`src/rtl/mux_arb_reg.sv`:
```
// Registered N-way handshaked mux with an internal fixed-priority
// or round-robin arbiter choosing the source channel.
module mux_arb_reg #(
    parameter int DATA_WIDTH = 32,
    parameter int NUM_CH     = 6,
    parameter int SEL_WIDTH  = 3,
    parameter int ARB_MODE   = 1
) (
    input  logic                         clk,
    input  logic                         rst_n,
    input  logic [NUM_CH*DATA_WIDTH-1:0] in_data,
    input  logic [NUM_CH-1:0]            in_valid,
    output logic [NUM_CH-1:0]            in_ready,
    output logic [DATA_WIDTH-1:0]        out_data,
    output logic [SEL_WIDTH-1:0]         out_sel,
    output logic                         out_valid,
    input  logic                         out_ready
);

    localparam int PW = SEL_WIDTH + 1;

    logic [SEL_WIDTH-1:0]  ptr;
    logic [SEL_WIDTH-1:0]  ptr_eff;
    logic [SEL_WIDTH-1:0]  ptr_nxt;
    logic [SEL_WIDTH-1:0]  gidx;
    logic [NUM_CH-1:0]     lo_mask;
    logic [NUM_CH-1:0]     hi;
    logic [NUM_CH-1:0]     pick;
    logic [NUM_CH-1:0]     grant;
    logic                  found;
    logic                  can_accept;
    logic                  xfer;
    logic [DATA_WIDTH-1:0] gdata;

    // Out-of-range pointers and fixed-priority mode both search from 0.
    always_comb begin
        ptr_eff = ptr;
        if (ARB_MODE == 0 || PW'(ptr) >= PW'(NUM_CH)) begin
            ptr_eff = '0;
        end
    end

    // Two-pass search: channels at/above the pointer first, then wrap.
    always_comb begin
        lo_mask = (NUM_CH'(1) << ptr_eff) - NUM_CH'(1);
        hi      = in_valid & ~lo_mask;
        pick    = (|hi) ? hi : in_valid;
        found   = 1'b0;
        gidx    = '0;
        for (int i = 0; i < NUM_CH; i++) begin
            if (!found && pick[i]) begin
                found = 1'b1;
                gidx  = SEL_WIDTH'(i);
            end
        end
        grant = found ? (NUM_CH'(1) << gidx) : '0;
    end

    always_comb begin
        gdata = '0;
        for (int i = 0; i < NUM_CH; i++) begin
            if (grant[i]) begin
                gdata = in_data[i*DATA_WIDTH +: DATA_WIDTH];
            end
        end
    end

    assign can_accept = !out_valid || out_ready;
    assign in_ready   = (rst_n && can_accept) ? grant : '0;
    assign xfer       = |(in_valid & in_ready);
    assign ptr_nxt    = (PW'(gidx) == PW'(NUM_CH - 1)) ?
                        '0 : gidx + SEL_WIDTH'(1);

    always_ff @(posedge clk or negedge rst_n) begin
        if (!rst_n) begin
            out_valid <= 1'b0;
            out_data  <= '0;
            out_sel   <= '0;
            ptr       <= '0;
        end else begin
            if (xfer) begin
                out_valid <= 1'b1;
                out_data  <= gdata;
                out_sel   <= gidx;
                if (ARB_MODE != 0) begin
                    ptr <= ptr_nxt;
                end
            end else if (out_ready) begin
                out_valid <= 1'b0;
            end
        end
    end

endmodule

```
`config.mk`:
```
export PLATFORM = sky130hd
export DESIGN_NAME = mux_arb_reg
export DESIGN_NICKNAME = d
export VERILOG_FILES = /design/src/rtl/mux_arb_reg.sv
export SDC_FILE = /design/constraint.sdc
export NUM_CORES = 1
export LEC_CHECK = 0
export ABC_AREA = 1
export BUFFER_PORTS_ARGS = -buffer_cell sky130_fd_sc_hd__buf_2
export CAP_MARGIN = 20
export CELL_PAD_IN_SITES_DETAIL_PLACEMENT = 1
export CELL_PAD_IN_SITES_GLOBAL_PLACEMENT = 1
export CORE_MARGIN = 3
export CORE_UTILIZATION = 31
export DETAILED_ROUTE_END_ITERATION = 7
export PLACE_DENSITY_LB_ADDON = 0.15
export SKIP_CTS_REPAIR_TIMING = 1
export SLEW_MARGIN = 20
export SYNTH_ARGS = -nofsm -noshare
export SYNTH_HDL_FRONTEND = slang
export SYNTH_SLANG_ARGS = --single-unit
export TNS_END_PERCENT = 10
```
`constraint.sdc`:
```
create_clock -name clk -period 6.3 [get_ports clk]
set_clock_uncertainty 0.2 [all_clocks]
set_input_delay 0.63 -clock clk [delete_from_list [all_inputs] [get_ports clk]]
set_output_delay 0.63 -clock clk [all_outputs]
set_load 0.02 [all_outputs]
```
After elaboration in Yosys (flattened, before gate mapping). Cells that the tools add are included.

Shift operators: 2. Mux-type cells: 24. $add $sub $neg: 2. Bitwise gates (word level): 3. $lt $le $gt $ge: 1. Eq/ne operators: 1. Reductions and logical operators: 16.

Operators with widths (number): two-way mux 32 bit (6); two-way mux 6 bit (3); two-way mux 3 bit (5); bitwise AND 6 bit (2); OR reduction 6 bit (2); left shift 1 x 3 -> 6 bit (first input constant) (2); two-way mux 1 bit (9); logical AND 1 bit (6); logical NOT 1 bit (6); NOT 6 bit (1); subtractor 6 x 2 -> 6 bit (second input constant) (1); adder 3 x 1 -> 3 bit (second input constant) (1); equality test 3 bit (second input constant) (1); >= comparator 3 bit (second input constant) (1); two-way mux 2 bit (1); nonzero test 2 bit (1); logical OR 1 bit (1).

Logic and storage cells: 53. Bits of input ports: 201. Register bits: 39.

Depth between registers and ports, before layout.
Word-level depth: 32. Mapped depth: 27. Depth with buffers taken out: 24.

Worst setup path before layout. Ideal clock, no wire load.

Path kind: register -> output. From: register ptr[1]. To: output in_ready[5]. Arrival time: 3366 ps. Data required time: 5470 ps. Cell stages (with the launch flop): 23. Setup slack: 2104 ps. Path through: dfrtp_1 -> inv_2 -> nand2_1 -> nand3_2 -> ha_1 -> inv_1 -> nand4_1 -> nand3_1 -> nand4_1 -> nand2_2 -> nor2_4 -> nand2_2 -> buf_2 -> nor3_1 -> inv_1 -> nand2_1 -> ha_1 -> clkbuf_1 -> clkinv_1 -> nor2_8 -> inv_2 -> clkbuf_1 -> nor2_1.

Longest elaborated chain between the ends: 27. Elaborated cells on any way between the ends: 32. Classes of those cells: add/sub: 1; order compare: 1; shift: 2; mux: 15; bitwise: 2; reduce/logical: 11.

Ends and longest elaborated chain: from (decl) (line 22) `logic [SEL_WIDTH-1:0] ptr;`; from (signal assigned) (line 86) `ptr <= ptr_nxt;`; >= comparator 3 bit (line 38) `if (ARB_MODE == 0 || PW'(ptr) >= PW'(NUM_CH)) begin`; two-way mux 3 bit (*) (line 38); left shift 1 x 3 -> 6 bit (*) (line 45) `lo_mask = (NUM_CH'(1) << ptr_eff) - NUM_CH'(1);`; subtractor 6 x 2 -> 6 bit (*) (line 45); NOT 6 bit (*) (line 46) `hi = in_valid & ~lo_mask;`; bitwise AND 6 bit (*) (line 46); OR reduction 6 bit (line 47) `pick = (|hi) ? hi : in_valid;`; two-way mux 6 bit (*) (line 47); [... 11 more ...]; logical AND 1 bit (line 51) `if (!found && pick[i]) begin`; two-way mux 1 bit (line 51); logical NOT 1 bit (line 51); logical AND 1 bit (line 51); two-way mux 3 bit (line 51); left shift 1 x 3 -> 6 bit (line 56) `grant = found ? (NUM_CH'(1) << gidx) : '0;`; two-way mux 6 bit (*) (line 56); two-way mux 6 bit (*) (line 69) `assign in_ready = (rst_n && can_accept) ? grant : '0;`; to (decl) (line 13) `output logic [NUM_CH-1:0] in_ready,`.

Mark *: on every way between the ends. The rest lies on a longest branch, timed or not.

Worst setup path after layout. Same ends and word-level chain as after synthesis.

==> results.md <==
- Reg2reg end: out_data[12]
- CP max stage delay: 0.52 ns
- Avg Inst Size Synth: 5.986 µm²
- Delay-heaviest family, CP: simple AND/OR/NAND/NOR gates
- I/O Pins: 243
- Crit share post-route: 86.60%
- Synthesized net count: 919
- Utilization after layout: 42.52%
- Vias in the first global route: 5,858
- Initial DRC count: 430
- Worst setup EP type: output port
- DIE AREA: 15,230 µm²
- Required time worst endpoint: 5.47 ns
- R2R depth: 21
- Ys async rst share: 100.0%
- Largest net degree at the start of global routing: 70
- CP bufs+invs: 6
- Design Power: 3.339 mW
- Area Growth Syn to Fin: 32.79%
- Vias per inst: 5.319
- Die H: 123.4 µm
- Routability Congestion: 0.9250
- #FFs+latches synth: 39
- Leak: 3.295 nW
- DR DRC count: 0
- Clock transition at the registers of the reported paths: 0.06 ns
- Crit Path Class: flip-flop to output port
- Max clock buf depth: 2
- CP cell instances: inv_2, nand2_1, nand3_2, ha_1, inv_1, nand4_1, nand3_1, nand4_1, nand2_2, nor2_4, inv_1, nor3b_1, a21oi_1, nand2_1, ha_1, clkinv_1, nor2_8, inv_2, nor2_1, buf_2
- Hpwl dp: 14,890 µm
- Tmin final: 5.456 ns
- Clock Latency Late Sink: 0.28 ns
- Seq/Total Area, Yosys: 22.83%
- EDFF count, synth: 0
- Critical path startpoint category: flip-flop
- Max_slew headroom: 39.88%
- Total GRT Usage: 25.81%
- CTS Root Cell: clkbuf_16
- Mapped Cells: 714
- I/O Buffers: 242
- R2R Setup Slk: 0.99 ns
- Synth unique cells: 29
- Routed WL: 20,290 µm
- Drt pass-1 iters: 5
- Via count: 5,803
- Setup TNS: 0 ns
- Gr ovfl total: 0
- Final hold viol count: 0
- VDD IR max: 0.2307 mV
- RSZ-0062 raised after global routing: false
- CTS H-tree lvls: 2
- Worst EP arrival: 4.63 ns
- Power Density: 588.3 nW/µm²
- Initial antenna violation count: 2
- WL/cell: 18.60 µm
- Slowest-stage cell, CP: nor2_8
- Initial Util: 32.02%
- Maximum fanout along the worst path: 36
- Synthesized cell area: 4274 µm²
- Class of the worst hold path: primary input to async pin
- Final ANT Viol Nets: 0
- CTS tree: built
- Most used DFF post-synth: dfrtp_1
- FP Rows: 42
- Layout cell share with drive strength beyond 1: 31.00%
- Max Freq: 183.3 MHz
- Outcome: finished clean
- TritonCTS buffer count: 5
- FF-to-FF Start: ptr[1]
- Core area: 13,350 µm²
- CTS sink count: 39
- Worst-Margin Slew: 0.8996 ns
- Nets: 1,118
- Pins Over Slew Limit: 0
- Chip Width: 123.4 µm
- YS warnings: 0
- Max_cap viols: 0
- First-pass GRT wire length: 30,620 µm
- Setup violators final: 0
[where the power goes]
group	internal, mW	switching, mW
logic	0.815	1.82
clock network	0.155	0.113
registers	0.365	0.0682
[synthesized netlist by cell type, types with 3 or more instances]
master / n / area (µm²)
clkbuf_1: 25 / 93.84
o21ai_1: 7 / 35.03
nand4_1: 39 / 244.0
or2_1: 28 / 175.2
nand2_2: 3 / 18.77
nand2_1: 217 / 814.5
nor2_4: 3 / 33.78
nor2_1: 8 / 30.03
buf_2: 20 / 100.1
ha_1: 4 / 50.05
nand3b_1: 32 / 240.2
inv_2: 5 / 18.77
a21oi_1: 34 / 170.2
buf_1: 9 / 33.78
nor2_2: 3 / 18.77
buf_4: 5 / 37.54
inv_1: 50 / 187.7
nand3_1: 167 / 835.8
dfrtp_1: 39 / 975.9
or2_2: 4 / 25.02
[how the worst max path moves through the flow]
stage / from / to / slack (ns) / depth (start not counted)
after global placement: ptr[1] / out_data[16] / 0.98 / 21
after global routing: ptr[1] / in_ready[5] / 0.35 / 20
final: ptr[1] / in_ready[5] / 0.84 / 20
after CTS: ptr[1] / ptr[2] / 0.57 / 21
after detailed placement: ptr[1] / ptr[2] / 0.59 / 21
after floorplan: ptr[1] / in_ready[5] / 2.10 / 22
[placed cells by master, fill, tap and decap left out, drive strengths merged]
cell,count
a21oi,34
buf,251
nand3b,32
o211ai,1
dfrtp,39
nor2,15
or2,32
clkbuf,6
clkinv,3
nor3b,1
diode,2
nor3,1
nand3,169
inv,55
o21bai,1
nand4,42
nand2,220
ha,4
o21ai,7
[cell families (layout without fill, tap and decap cells)]
group | after synthesis | count (layout) | synth area share [%]
flip-flops | 39 | 39 | 22.83
AND/OR/NAND/NOR | 512 | 512 | 59.31
adder cells (fa/ha/maj) | 4 | 4 | 1.171
AO/OA/AOI/OAI | 43 | 43 | 5.474
other | 0 | 2 | 0
buffers and inverters | 116 | 315 | 11.21
[sequential cells by signal (all words and copies together) (netlist names)]
signal	count
out_sel	3
out_valid	1
ptr	3
out_data	32
[area by class of cell]
class / instances / area, µm²
Sequential cell: 39 / 975.9
Antenna cell: 2 / 5.005
Clock buffer: 6 / 138.9
Tap cell: 176 / 220.2
Clock inverter: 1 / 5.005
Multi-Input combinational cell: 559 / 2835
Inverter: 57 / 214.0
Fill cell: 1852 / 7672
Timing Repair Buffer: 251 / 1281
[through the flow]
step	hold WS (ns)	worst slack, ns	instance area (µm²)	instances
floorplan	0.1344	2.104	4274	714
global placement	0.3042	0.9832	5508	1082
detailed placement	0.3133	0.5923	5508	1082
CTS	0.3327	0.5726	5652	1089
global route	0.1906	0.3545	5675	1091
finish	0.1540	0.8439	5675	1091
[metal layers]
layer,global-route usage [%],wire [µm],vias to the layer above
li1,-,-,2768
met1,32.99,8545,2758
met2,44.00,9797,244
met3,5.215,1528,33
met4,7.405,417,0
met5,0,0,-
[worst register-to-register path, cell delays in order, from the launching register on]
cell and delay, ns:
dfrtp_1 0.42, inv_2 0.12, nand2_1 0.11, nand3_2 0.11
ha_1 0.17, inv_1 0.05, nand4_1 0.08, nand3_1 0.17
nand4_1 0.18, nand2_2 0.42, nor2_4 0.37, inv_1 0.09
nor3b_1 0.25, a21oi_1 0.07, nand2_1 0.11, ha_1 0.18
clkinv_1 0.17, nor2_8 0.52, nand3_4 0.56, nand4_4 0.63
nand3_1 0.17, nand2_1 0.10
No activity file was read; power rests on OpenSTA's default activity.
